**config.mk**
```make
export PLATFORM = sky130hd
export DESIGN_NAME = mem_access_unit_flat
export DESIGN_NICKNAME = d
export VERILOG_FILES = /design/src/rtl/mem_access_unit_if.sv /design/src/rtl/mem_access_unit.sv /design/src/flat_wrapper.sv
export SDC_FILE = /design/constraint.sdc
export NUM_CORES = 1
export LEC_CHECK = 0
export CELL_PAD_IN_SITES_DETAIL_PLACEMENT = 0
export CELL_PAD_IN_SITES_GLOBAL_PLACEMENT = 1
export CORE_MARGIN = 2
export CORE_UTILIZATION = 34
export DETAILED_ROUTE_END_ITERATION = 8
export PLACE_DENSITY_LB_ADDON = 0.1
export SKIP_LAST_GASP = 1
export SLEW_MARGIN = 20
export SYNTH_ARGS = -nofsm -noshare
export SYNTH_HDL_FRONTEND = slang
export SYNTH_SLANG_ARGS = --single-unit
export TNS_END_PERCENT = 20
```
**constraint.sdc**
```tcl
create_clock -name clk_i -period 2.85 [get_ports clk_i]
set_clock_uncertainty 0.05 [all_clocks]
set_input_delay 0.285 -clock clk_i [delete_from_list [all_inputs] [get_ports clk_i]]
set_output_delay 0.285 -clock clk_i [all_outputs]
set_load 0.005 [all_outputs]
```
**src/rtl/mem_access_unit_if.sv**
```systemverilog
// rtl/mem_access_unit_if.sv - request/acknowledge memory bus between mem_access_unit and memory
interface mem_access_unit_if;
  logic        bus_req;
  logic        bus_we;
  logic [31:0] bus_addr;
  logic [3:0]  bus_wmask;
  logic [31:0] bus_wdata;
  logic        bus_ack;
  logic        bus_err;
  logic [31:0] bus_rdata;

  modport master (
    output bus_req, bus_we, bus_addr, bus_wmask, bus_wdata,
    input  bus_ack, bus_err, bus_rdata
  );

  modport slave (
    input  bus_req, bus_we, bus_addr, bus_wmask, bus_wdata,
    output bus_ack, bus_err, bus_rdata
  );
endinterface

```
**src/rtl/mem_access_unit.sv**
```systemverilog
// rtl/mem_access_unit.sv - FETCH/MEMORY stage responder: bus access, alignment check, load extension
module mem_access_unit #(
  parameter int NUM_STAGES   = 7,
  parameter int FETCH_STAGE  = 1,
  parameter int MEMORY_STAGE = 5
) (
  input  logic                  clk_i,
  input  logic                  reset_ni,
  input  logic [NUM_STAGES-1:0] stage_active_i,
  output logic [NUM_STAGES-1:0] stage_done_o,
  input  logic [31:0]           pc_i,
  input  logic [31:0]           addr_i,
  input  logic                  is_load_i,
  input  logic                  is_store_i,
  input  logic [1:0]            size_i,
  input  logic                  load_unsigned_i,
  input  logic [31:0]           store_data_i,
  output logic [31:0]           instr_o,
  output logic [31:0]           load_data_o,
  output logic                  mem_addr_fault_o,
  output logic                  mem_access_fault_o,
  output logic                  mem_fault_is_store_o,
  mem_access_unit_if.master     bus
);

  typedef enum logic [1:0] {S_IDLE, S_REQ, S_DONE} state_e;

  localparam logic [NUM_STAGES-1:0] FETCH_BIT = NUM_STAGES'(1) << FETCH_STAGE;
  localparam logic [NUM_STAGES-1:0] MEM_BIT   = NUM_STAGES'(1) << MEMORY_STAGE;

  state_e                state_q;
  logic                  cur_q;
  logic                  abort_q;
  logic                  store_q;
  logic                  uns_q;
  logic [1:0]            size_q;
  logic [1:0]            off_q;
  logic [NUM_STAGES-1:0] done_q;
  logic [31:0]           instr_q;
  logic [31:0]           load_q;
  logic                  addr_fault_q;
  logic                  access_fault_q;
  logic                  fault_store_q;
  logic                  req_q;
  logic                  we_q;
  logic [31:0]           baddr_q;
  logic [3:0]            wmask_q;
  logic [31:0]           wdata_q;

  logic        cur_active_d;
  logic        misaligned_d;
  logic [3:0]  lane_mask_d;
  logic [31:0] lane_wdata_d;
  logic [31:0] shifted_d;
  logic [31:0] load_ext_d;
  logic        unused_stage;

  assign unused_stage = ^stage_active_i;
  assign cur_active_d = cur_q ? stage_active_i[MEMORY_STAGE] : stage_active_i[FETCH_STAGE];
  assign misaligned_d = ((size_i == 2'b01) && addr_i[0]) ||
                        (size_i[1] && (addr_i[1:0] != 2'b00));

  always_comb begin
    lane_mask_d  = 4'b1111;
    lane_wdata_d = 32'h0;
    if (is_store_i) begin
      case (size_i)
        2'b00: begin
          lane_mask_d  = 4'b0001 << addr_i[1:0];
          lane_wdata_d = {4{store_data_i[7:0]}};
        end
        2'b01: begin
          lane_mask_d  = 4'b0011 << addr_i[1:0];
          lane_wdata_d = {2{store_data_i[15:0]}};
        end
        default: lane_wdata_d = store_data_i;
      endcase
    end
  end

  // Offset and size are latched at request time so the datapath may move on during REQ.
  always_comb begin
    shifted_d = bus.bus_rdata >> {off_q, 3'b000};
    case (size_q)
      2'b00:   load_ext_d = {{24{~uns_q & shifted_d[7]}}, shifted_d[7:0]};
      2'b01:   load_ext_d = {{16{~uns_q & shifted_d[15]}}, shifted_d[15:0]};
      default: load_ext_d = shifted_d;
    endcase
  end

  always_ff @(posedge clk_i or negedge reset_ni) begin
    if (!reset_ni) begin
      state_q        <= S_IDLE;
      cur_q          <= 1'b0;
      abort_q        <= 1'b0;
      store_q        <= 1'b0;
      uns_q          <= 1'b0;
      size_q         <= 2'b00;
      off_q          <= 2'b00;
      done_q         <= '0;
      instr_q        <= 32'h0;
      load_q         <= 32'h0;
      addr_fault_q   <= 1'b0;
      access_fault_q <= 1'b0;
      fault_store_q  <= 1'b0;
      req_q          <= 1'b0;
      we_q           <= 1'b0;
      baddr_q        <= 32'h0;
      wmask_q        <= 4'h0;
      wdata_q        <= 32'h0;
    end else begin
      case (state_q)
        S_IDLE: begin
          abort_q <= 1'b0;
          if (stage_active_i[FETCH_STAGE]) begin
            cur_q   <= 1'b0;
            store_q <= 1'b0;
            if (pc_i[1:0] != 2'b00) begin
              state_q       <= S_DONE;
              done_q        <= FETCH_BIT;
              addr_fault_q  <= 1'b1;
              fault_store_q <= 1'b0;
            end else begin
              state_q <= S_REQ;
              req_q   <= 1'b1;
              we_q    <= 1'b0;
              baddr_q <= {pc_i[31:2], 2'b00};
              wmask_q <= 4'b1111;
              wdata_q <= 32'h0;
            end
          end else if (stage_active_i[MEMORY_STAGE]) begin
            cur_q   <= 1'b1;
            store_q <= is_store_i;
            size_q  <= size_i;
            off_q   <= addr_i[1:0];
            uns_q   <= load_unsigned_i;
            if (!is_load_i && !is_store_i) begin
              state_q <= S_DONE;
              done_q  <= MEM_BIT;
            end else if (misaligned_d) begin
              state_q       <= S_DONE;
              done_q        <= MEM_BIT;
              addr_fault_q  <= 1'b1;
              fault_store_q <= is_store_i;
            end else begin
              state_q <= S_REQ;
              req_q   <= 1'b1;
              we_q    <= is_store_i;
              baddr_q <= {addr_i[31:2], 2'b00};
              wmask_q <= lane_mask_d;
              wdata_q <= lane_wdata_d;
            end
          end
        end
        S_REQ: begin
          if (!cur_active_d) abort_q <= 1'b1;
          if (bus.bus_err || bus.bus_ack) begin
            req_q <= 1'b0;
            we_q  <= 1'b0;
            // An abandoned stage still lets the transfer finish, but its outcome is dropped.
            if (abort_q || !cur_active_d) begin
              state_q <= S_IDLE;
            end else begin
              state_q <= S_DONE;
              done_q  <= cur_q ? MEM_BIT : FETCH_BIT;
              if (bus.bus_err) begin
                access_fault_q <= 1'b1;
                fault_store_q  <= store_q;
              end else if (!cur_q) begin
                instr_q <= bus.bus_rdata;
              end else if (!store_q) begin
                load_q <= load_ext_d;
              end
            end
          end
        end
        S_DONE: begin
          if (!cur_active_d) begin
            state_q        <= S_IDLE;
            done_q         <= '0;
            addr_fault_q   <= 1'b0;
            access_fault_q <= 1'b0;
            fault_store_q  <= 1'b0;
          end
        end
        default: state_q <= S_IDLE;
      endcase
    end
  end

  assign stage_done_o         = done_q;
  assign instr_o              = instr_q;
  assign load_data_o          = load_q;
  assign mem_addr_fault_o     = addr_fault_q;
  assign mem_access_fault_o   = access_fault_q;
  assign mem_fault_is_store_o = fault_store_q;
  assign bus.bus_req          = req_q;
  assign bus.bus_we           = we_q;
  assign bus.bus_addr         = baddr_q;
  assign bus.bus_wmask        = wmask_q;
  assign bus.bus_wdata        = wdata_q;

endmodule

```
**src/flat_wrapper.sv**
```systemverilog
// flat-port wrapper written by rule: the top's interface ports become plain ports
module mem_access_unit_flat 
#(
  parameter int NUM_STAGES   = 7,
  parameter int FETCH_STAGE  = 1,
  parameter int MEMORY_STAGE = 5
)
  (clk_i, reset_ni, stage_active_i, stage_done_o, pc_i, addr_i, is_load_i, is_store_i, size_i, load_unsigned_i, store_data_i, instr_o, load_data_o, mem_addr_fault_o, mem_access_fault_o, mem_fault_is_store_o, bus_bus_req, bus_bus_we, bus_bus_addr, bus_bus_wmask, bus_bus_wdata, bus_bus_ack, bus_bus_err, bus_bus_rdata);
  mem_access_unit_if bus_i ();
  input  logic clk_i;
  input  logic reset_ni;
  input  logic [NUM_STAGES-1:0] stage_active_i;
  output logic [NUM_STAGES-1:0] stage_done_o;
  input  logic [31:0] pc_i;
  input  logic [31:0] addr_i;
  input  logic is_load_i;
  input  logic is_store_i;
  input  logic [1:0] size_i;
  input  logic load_unsigned_i;
  input  logic [31:0] store_data_i;
  output logic [31:0] instr_o;
  output logic [31:0] load_data_o;
  output logic mem_addr_fault_o;
  output logic mem_access_fault_o;
  output logic mem_fault_is_store_o;
  output wire logic [$bits(bus_i.bus_req)-1:0] bus_bus_req;
  output wire logic [$bits(bus_i.bus_we)-1:0] bus_bus_we;
  output wire logic [$bits(bus_i.bus_addr)-1:0] bus_bus_addr;
  output wire logic [$bits(bus_i.bus_wmask)-1:0] bus_bus_wmask;
  output wire logic [$bits(bus_i.bus_wdata)-1:0] bus_bus_wdata;
  input wire logic [$bits(bus_i.bus_ack)-1:0] bus_bus_ack;
  input wire logic [$bits(bus_i.bus_err)-1:0] bus_bus_err;
  input wire logic [$bits(bus_i.bus_rdata)-1:0] bus_bus_rdata;
  assign bus_bus_req = bus_i.bus_req;
  assign bus_bus_we = bus_i.bus_we;
  assign bus_bus_addr = bus_i.bus_addr;
  assign bus_bus_wmask = bus_i.bus_wmask;
  assign bus_bus_wdata = bus_i.bus_wdata;
  assign bus_i.bus_ack = bus_bus_ack;
  assign bus_i.bus_err = bus_bus_err;
  assign bus_i.bus_rdata = bus_bus_rdata;
  mem_access_unit #(.NUM_STAGES(NUM_STAGES), .FETCH_STAGE(FETCH_STAGE), .MEMORY_STAGE(MEMORY_STAGE)) u_core (.clk_i(clk_i), .reset_ni(reset_ni), .stage_active_i(stage_active_i), .stage_done_o(stage_done_o), .pc_i(pc_i), .addr_i(addr_i), .is_load_i(is_load_i), .is_store_i(is_store_i), .size_i(size_i), .load_unsigned_i(load_unsigned_i), .store_data_i(store_data_i), .instr_o(instr_o), .load_data_o(load_data_o), .mem_addr_fault_o(mem_addr_fault_o), .mem_access_fault_o(mem_access_fault_o), .mem_fault_is_store_o(mem_fault_is_store_o), .bus(bus_i));
endmodule
```
# Word-level counts from Yosys, hierarchy flattened
# Index checks and enable logic that the tools add are counted.
totals:
  reg_bits: 154
  wordCells: 158
op_classes:
  eq_ne: 19
  shift: 3
  n_mux: 79
  bitwise_logic: 8
  n_reduce_logical: 31
op_table:
  columns: ["op", "n"]
  rows:
  - ["32-bit two-way mux", 11]
  - ["32-bit case mux with 2 select lines", 2]
  - ["7-bit two-way mux", 8]
  - ["1-bit two-way mux", 34]
  - ["32-bit by 5-bit >> shifter with 32-bit output", 1]
  - ["4-bit two-way mux", 6]
  - ["7-bit case mux with 3 select lines", 1]
  - ["6-bit AND reduction", 3]
  - ["2-bit two-way mux", 8]
  - ["5-bit AND reduction", 3]
  - ["2-bit != test, second input constant", 7]
  - ["3-bit != test, second input constant", 4]
  - ["2-bit nonzero test", 6]
  - ["1-bit case mux with 2 select lines", 5]
  - ["9-bit AND reduction", 1]
  - ["4-bit case mux with 2 select lines", 1]
  - ["7-bit AND reduction", 1]
  - ["2-bit by 1-bit == test with 1-bit output, second input constant", 3]
  - ["2-bit zero test", 3]
  - ["6-bit two-way mux", 1]
  - ["3-bit by 2-bit != test with 1-bit output, second input constant", 2]
  - ["1-bit inverter", 6]
  - ["2-bit case mux with 3 select lines", 1]
  - ["3-bit AND reduction", 2]
  - ["12 further kinds", 20]

# Longest topological paths before layout
depth:
  word_depth: 8
  ltp_mapped: 8
  depth_no_buf: 6

# Worst setup path after synthesis
# Ideal clock, no wire load.
synth_timing:
  path_type: "flip-flop to flip-flop"
  start: "register u_core.state_q[0]"
  end: "register u_core.baddr_q[29] (netlist: u_core.bus.bus_addr[29])"
  setup_time_ps: 128
  arrival_time_ps: 1791
  required_time_ps: 2672
  path_slack_ps: 881
  path_stages_with_launch: 8
  n_path_buf: 2
  cell_sequence: "dfrtp_1 > inv_1 > ha_1 > nor4bb_1 > a41oi_2 > buf_4 > buf_6 > mux2_1"
synth_between:
  elab_chain_len: 2
synth_rtl:
  columns: ["element", "line", "source"]
  rows:
  - ["start, declared", "mem_access_unit.sv:31", "state_e state_q;"]
  - ["start signal, assigned", "mem_access_unit.sv:93", "state_q <= S_IDLE;"]
  - ["start signal, assigned", "mem_access_unit.sv:119", "state_q <= S_DONE;"]
  - ["start signal, assigned", "mem_access_unit.sv:124", "state_q <= S_REQ;"]
  - ["2-bit zero test", "mem_access_unit.sv:112", "case (state_q)"]
  - ["5-bit AND reduction (no source line)", null, null]
  - ["end signal, assigned", "mem_access_unit.sv:127", "baddr_q <= {pc_i[31:2], 2'b00};"]
  - ["end signal, assigned", "mem_access_unit.sv:149", "baddr_q <= {addr_i[31:2], 2'b00};"]
  - ["end, declared", "mem_access_unit.sv:46", "logic [31:0] baddr_q;"]
# Every way passes these cells.
# A chain may end at the register's enable or synchronous reset.

# Final worst setup path
layout_timing:
  start: "register u_core.state_q[1]"
  end: "register u_core.load_q[14] (netlist: u_core.load_data_o[14])"
layout_between:
  elab_chain_len: 2
layout_rtl:
  columns: ["element", "line", "source"]
  rows:
  - ["2-bit by 1-bit == test with 1-bit output", "mem_access_unit.sv:112", null]
  - ["6-bit AND reduction (no source line)", null, null]
  - ["end signal, assigned", "mem_access_unit.sv:172", "load_q <= load_ext_d;"]
  - ["end, declared", "mem_access_unit.sv:40", "logic [31:0] load_q;"]
# Every way passes these cells.

==> results.toml <==
[run_status]
outcome = "finished, final reports clean"

[synthesis]
synthDominantCellAreaShare_pct = 49.6
synth.yosys.warnings = 0
synth_edf_count = 0
synth.top_cells.by_count = "sky130_fd_sc_hd__dfrtp_1 (147), sky130_fd_sc_hd__mux2_2 (146), sky130_fd_sc_hd__nand2_1 (64)"
cells_after_synthesis = 638
synth.yosys.seq_area_share_pct = 49.6
ys.flop_type = "sky130_fd_sc_hd__dfrtp_1"
ys_ff_latch = 147
number_of_distinct_standard_cells_referenced_by_the_synthesized_netlist = 48
post_synthesis_average_cell_area_um2 = 11.6
most_area_hungry_cell_type_in_the_yosys_netlist = "sky130_fd_sc_hd__dfrtp_1"
synth_most_common_cell = "sky130_fd_sc_hd__dfrtp_1"
synthesis.area_um2 = 7410
yosys-top-cells-area = "sky130_fd_sc_hd__dfrtp_1 (50%), sky130_fd_sc_hd__mux2_2 (22%), sky130_fd_sc_hd__mux2i_1 (3.6%), sky130_fd_sc_hd__nand2_1 (3.2%), sky130_fd_sc_hd__nor2_1 (2.0%)"
async_reset_ff_share_pct = 100

[critical_path]
cp_max_fo = 49
crit_required_ns = 3.10
critPathLaunchType = "register"
setup.worst_path.end_class = "register"
worstSetupPathType = "register to register"
cp.arrival_ns = 2.70

[placed_design]
hpwlAfterDp_mm = 16.3
number_of_buffer_cells_added_on_primary_ports = 275
gp_routability_congestion = 0.829

[routing]
detail_route.wl_per_cell_um = 18.3
number_of_design_rule_violations_left_after_detail_routing = 0
detail_route.first_pass.iterations = 4
drt-vias-per-instance = 4.95
vias = 5945
drt-total-wl_mm = 22.0
drtAntennaViolNets = 0
first_iter_violations = 237

[grt]
grt_use_total_pct = 19.1
initial_antenna_violation_count = 0
wire_length_of_the_first_global_routing_pass_mm = 33.7
gr-total-overflow = 0
number_of_global_route_vias_before_repair = 6160
largest_net_degree_at_the_start_of_global_routing = 73

[pwr]
finalPower_mw = 9.64
ir_worst_vdd_mv = 0.458
leakage_nw = 4.75
power.share.combinational_pct = 41.8
cell_int_power_mw = 6.65
p_switching_mw = 2.99
clkPwrFrac_pct = 22.6
pwr_density_cell_nw_per_um2 = 875
power.share.switching_pct = 31.0
power_frac_seq_pct = 35.6

[worst_hold_path]
hold_class = "input port to register"

[layout]
layout.area.seq_um2 = 3680
area_delta_synth_final_pct = 48.7
multi_input_area_um2 = 3440
diodes = 0
post_route_cells_drive_above_1_share_pct = 22.4
final.fill_count = 1997
fin_nets = 1056

[sta]
final-hold-violation-count = 0
setup_viol_count_final = 0
maxClockFrequency_mhz = 409
final.setup.tns_ns = 0
worst_hold_slack_ns = 0.222
worst_pin_slew_ns = 0.705
slew-limit-headroom_pct = 53.0
finalMaxSlewViolations = 0
period_share_pct = 85.8
rsz0062_at_grt = "false"
period_needed_ns = 2.45

[flow_run]
drv_cap = 0

[die]
floorplan.die.width_um = 152
placement_rows = 54
floorplan.initialDensity_pct = 34.3
coreArea_um2 = 21600
io_pins = 288
overall_die_area_um2 = 23000
die_height_um = 152

[clock_network]
worstSkewPairLatency_ns = 0.41
cts-root-to-sink-buffers = 2
clock-root-buffer = "sky130_fd_sc_hd__clkbuf_16"
cts.htree.levels = 4
cts_buffers = 17
clock_sinks = 147
cts_tree = "built"
cts_repair_resizes = 0
clk_slew_on_worst_s_h_paths_ns = 0.06
holdBufCountCts = 1
cts_setup_buffers = 0
==> routing by layer <==
layer  track usage, %  wire length (µm)
met2             32.1             10800
met5                0                 0
met3             5.84              1680
met1             23.9              9200
met4             5.37               296
==> metrics by stage <==
stage / std cells / worst slack [ns] / area, µm² / util, %
final: 1201 / 0.404 / 11000 / 50.9
after global routing: 1201 / 0.236 / 11000 / 50.9
after detailed placement: 1168 / 0.236 / 10400 / 48.3
after global placement: 1168 / 0.282 / 10400 / 48.3
after CTS: 1201 / 0.428 / 11000 / 50.9
after floorplan: 644 / 0.881 / 7430 / -
==> power groups by stage <==
| stage | sequential (mW) | clock, mW | combinational, mW |
|---|---|---|---|
| 6_report | 3.43 | 2.18 | 4.03 |
| 5_1_grt | 3.54 | 2.34 | 4.38 |
| 4_1_cts | 3.44 | 2.24 | 4.10 |
| 3_5_place_dp | 3.47 | 0 | 4.08 |
| 3_3_place_gp | 3.42 | 0 | 4.03 |
| 2_1_floorplan | 3.39 | 0 | 1.87 |
==> cells in the final DEF (no fill, tap or decap), drive strengths merged, types with 4 or more instances in the layout <==
master / n
nor2: 40
a21oi: 29
a211oi: 8
clkbuf: 19
clkdlybuf4s50: 273
buf: 19
nor2b: 12
dfrtp: 147
a2bb2oi: 7
inv: 22
o21ai: 12
clkinv: 6
nand3: 6
a31oi: 17
ha: 4
o22a: 8
mux2i: 27
conb: 7
nand2: 64
mux2: 153
==> sequential cells by signal, indices dropped and copies added (netlist names), 2 cells and up <==
register and cells:
u_core.bus.bus_addr 30, u_core.size_q 2, u_core.state_q 2, u_core.bus.bus_wdata 32, u_core.off_q 2, u_core.instr_o 32
u_core.bus.bus_wmask 4, u_core.stage_done_o 2, u_core.load_data_o 32
==> layout make-up <==
type	instances	area share [%]
sequential	147	33.4
multi-input combinational	430	31.2
clock buffer	19	4.02
clock inverter	13	1.12
inverter	19	0.647
timing repair buffer	293	26.4
tap	280	3.18
==> critical path, cell delays in order (launching register included) <==
cell and delay (ns):
sky130_fd_sc_hd__dfrtp_1 0.41, sky130_fd_sc_hd__inv_1 0.09, sky130_fd_sc_hd__ha_1 0.37, sky130_fd_sc_hd__nand3b_1 0.28, sky130_fd_sc_hd__nor4_4 0.35, sky130_fd_sc_hd__buf_12 0.28
sky130_fd_sc_hd__nand2_1 0.25, sky130_fd_sc_hd__o22a_1 0.24
==> final timing paths <==
| kind | to | slack [ns] | cells past startpoint | start |
|---|---|---|---|---|
| worst max register to register | u_core.load_data_o[14]$_DFFE_PN0P_ | 0.40 | 7 | u_core.state_q[1]$_DFFE_PN0P_ |
| worst min-delay path | u_core.store_q$_DFFE_PN0P_ | 0.22 | 2 | stage_active_i[1] |
| worst max-delay path | u_core.load_data_o[14]$_DFFE_PN0P_ | 0.40 | 7 | u_core.state_q[1]$_DFFE_PN0P_ |
| max in group asynchronous | u_core.bus.bus_addr[21]$_DFFE_PN0P_ | 1.58 | 3 | reset_ni |
| min in group asynchronous | u_core.load_data_o[21]$_DFFE_PN0P_ | 0.40 | 2 | reset_ni |
| worst min register to register | u_core.instr_o[31]$_DFFE_PN0P_ | 0.44 | 1 | u_core.instr_o[31]$_DFFE_PN0P_ |
==> cells by family (layout without fill, tap and decap cells) <==
group	after synthesis	after routing	synth area share (%)
AND/OR/NAND/NOR	142	142	8.78
other	1	7	0.0506
flip-flops	147	147	49.6
AO/OA/AOI/OAI	95	95	8.63
multiplexers	182	182	27.6
adder cells (fa/ha/maj)	4	4	0.675
buffers and inverters	67	344	4.66
Note: power is estimated with default switching activity, not from simulation.
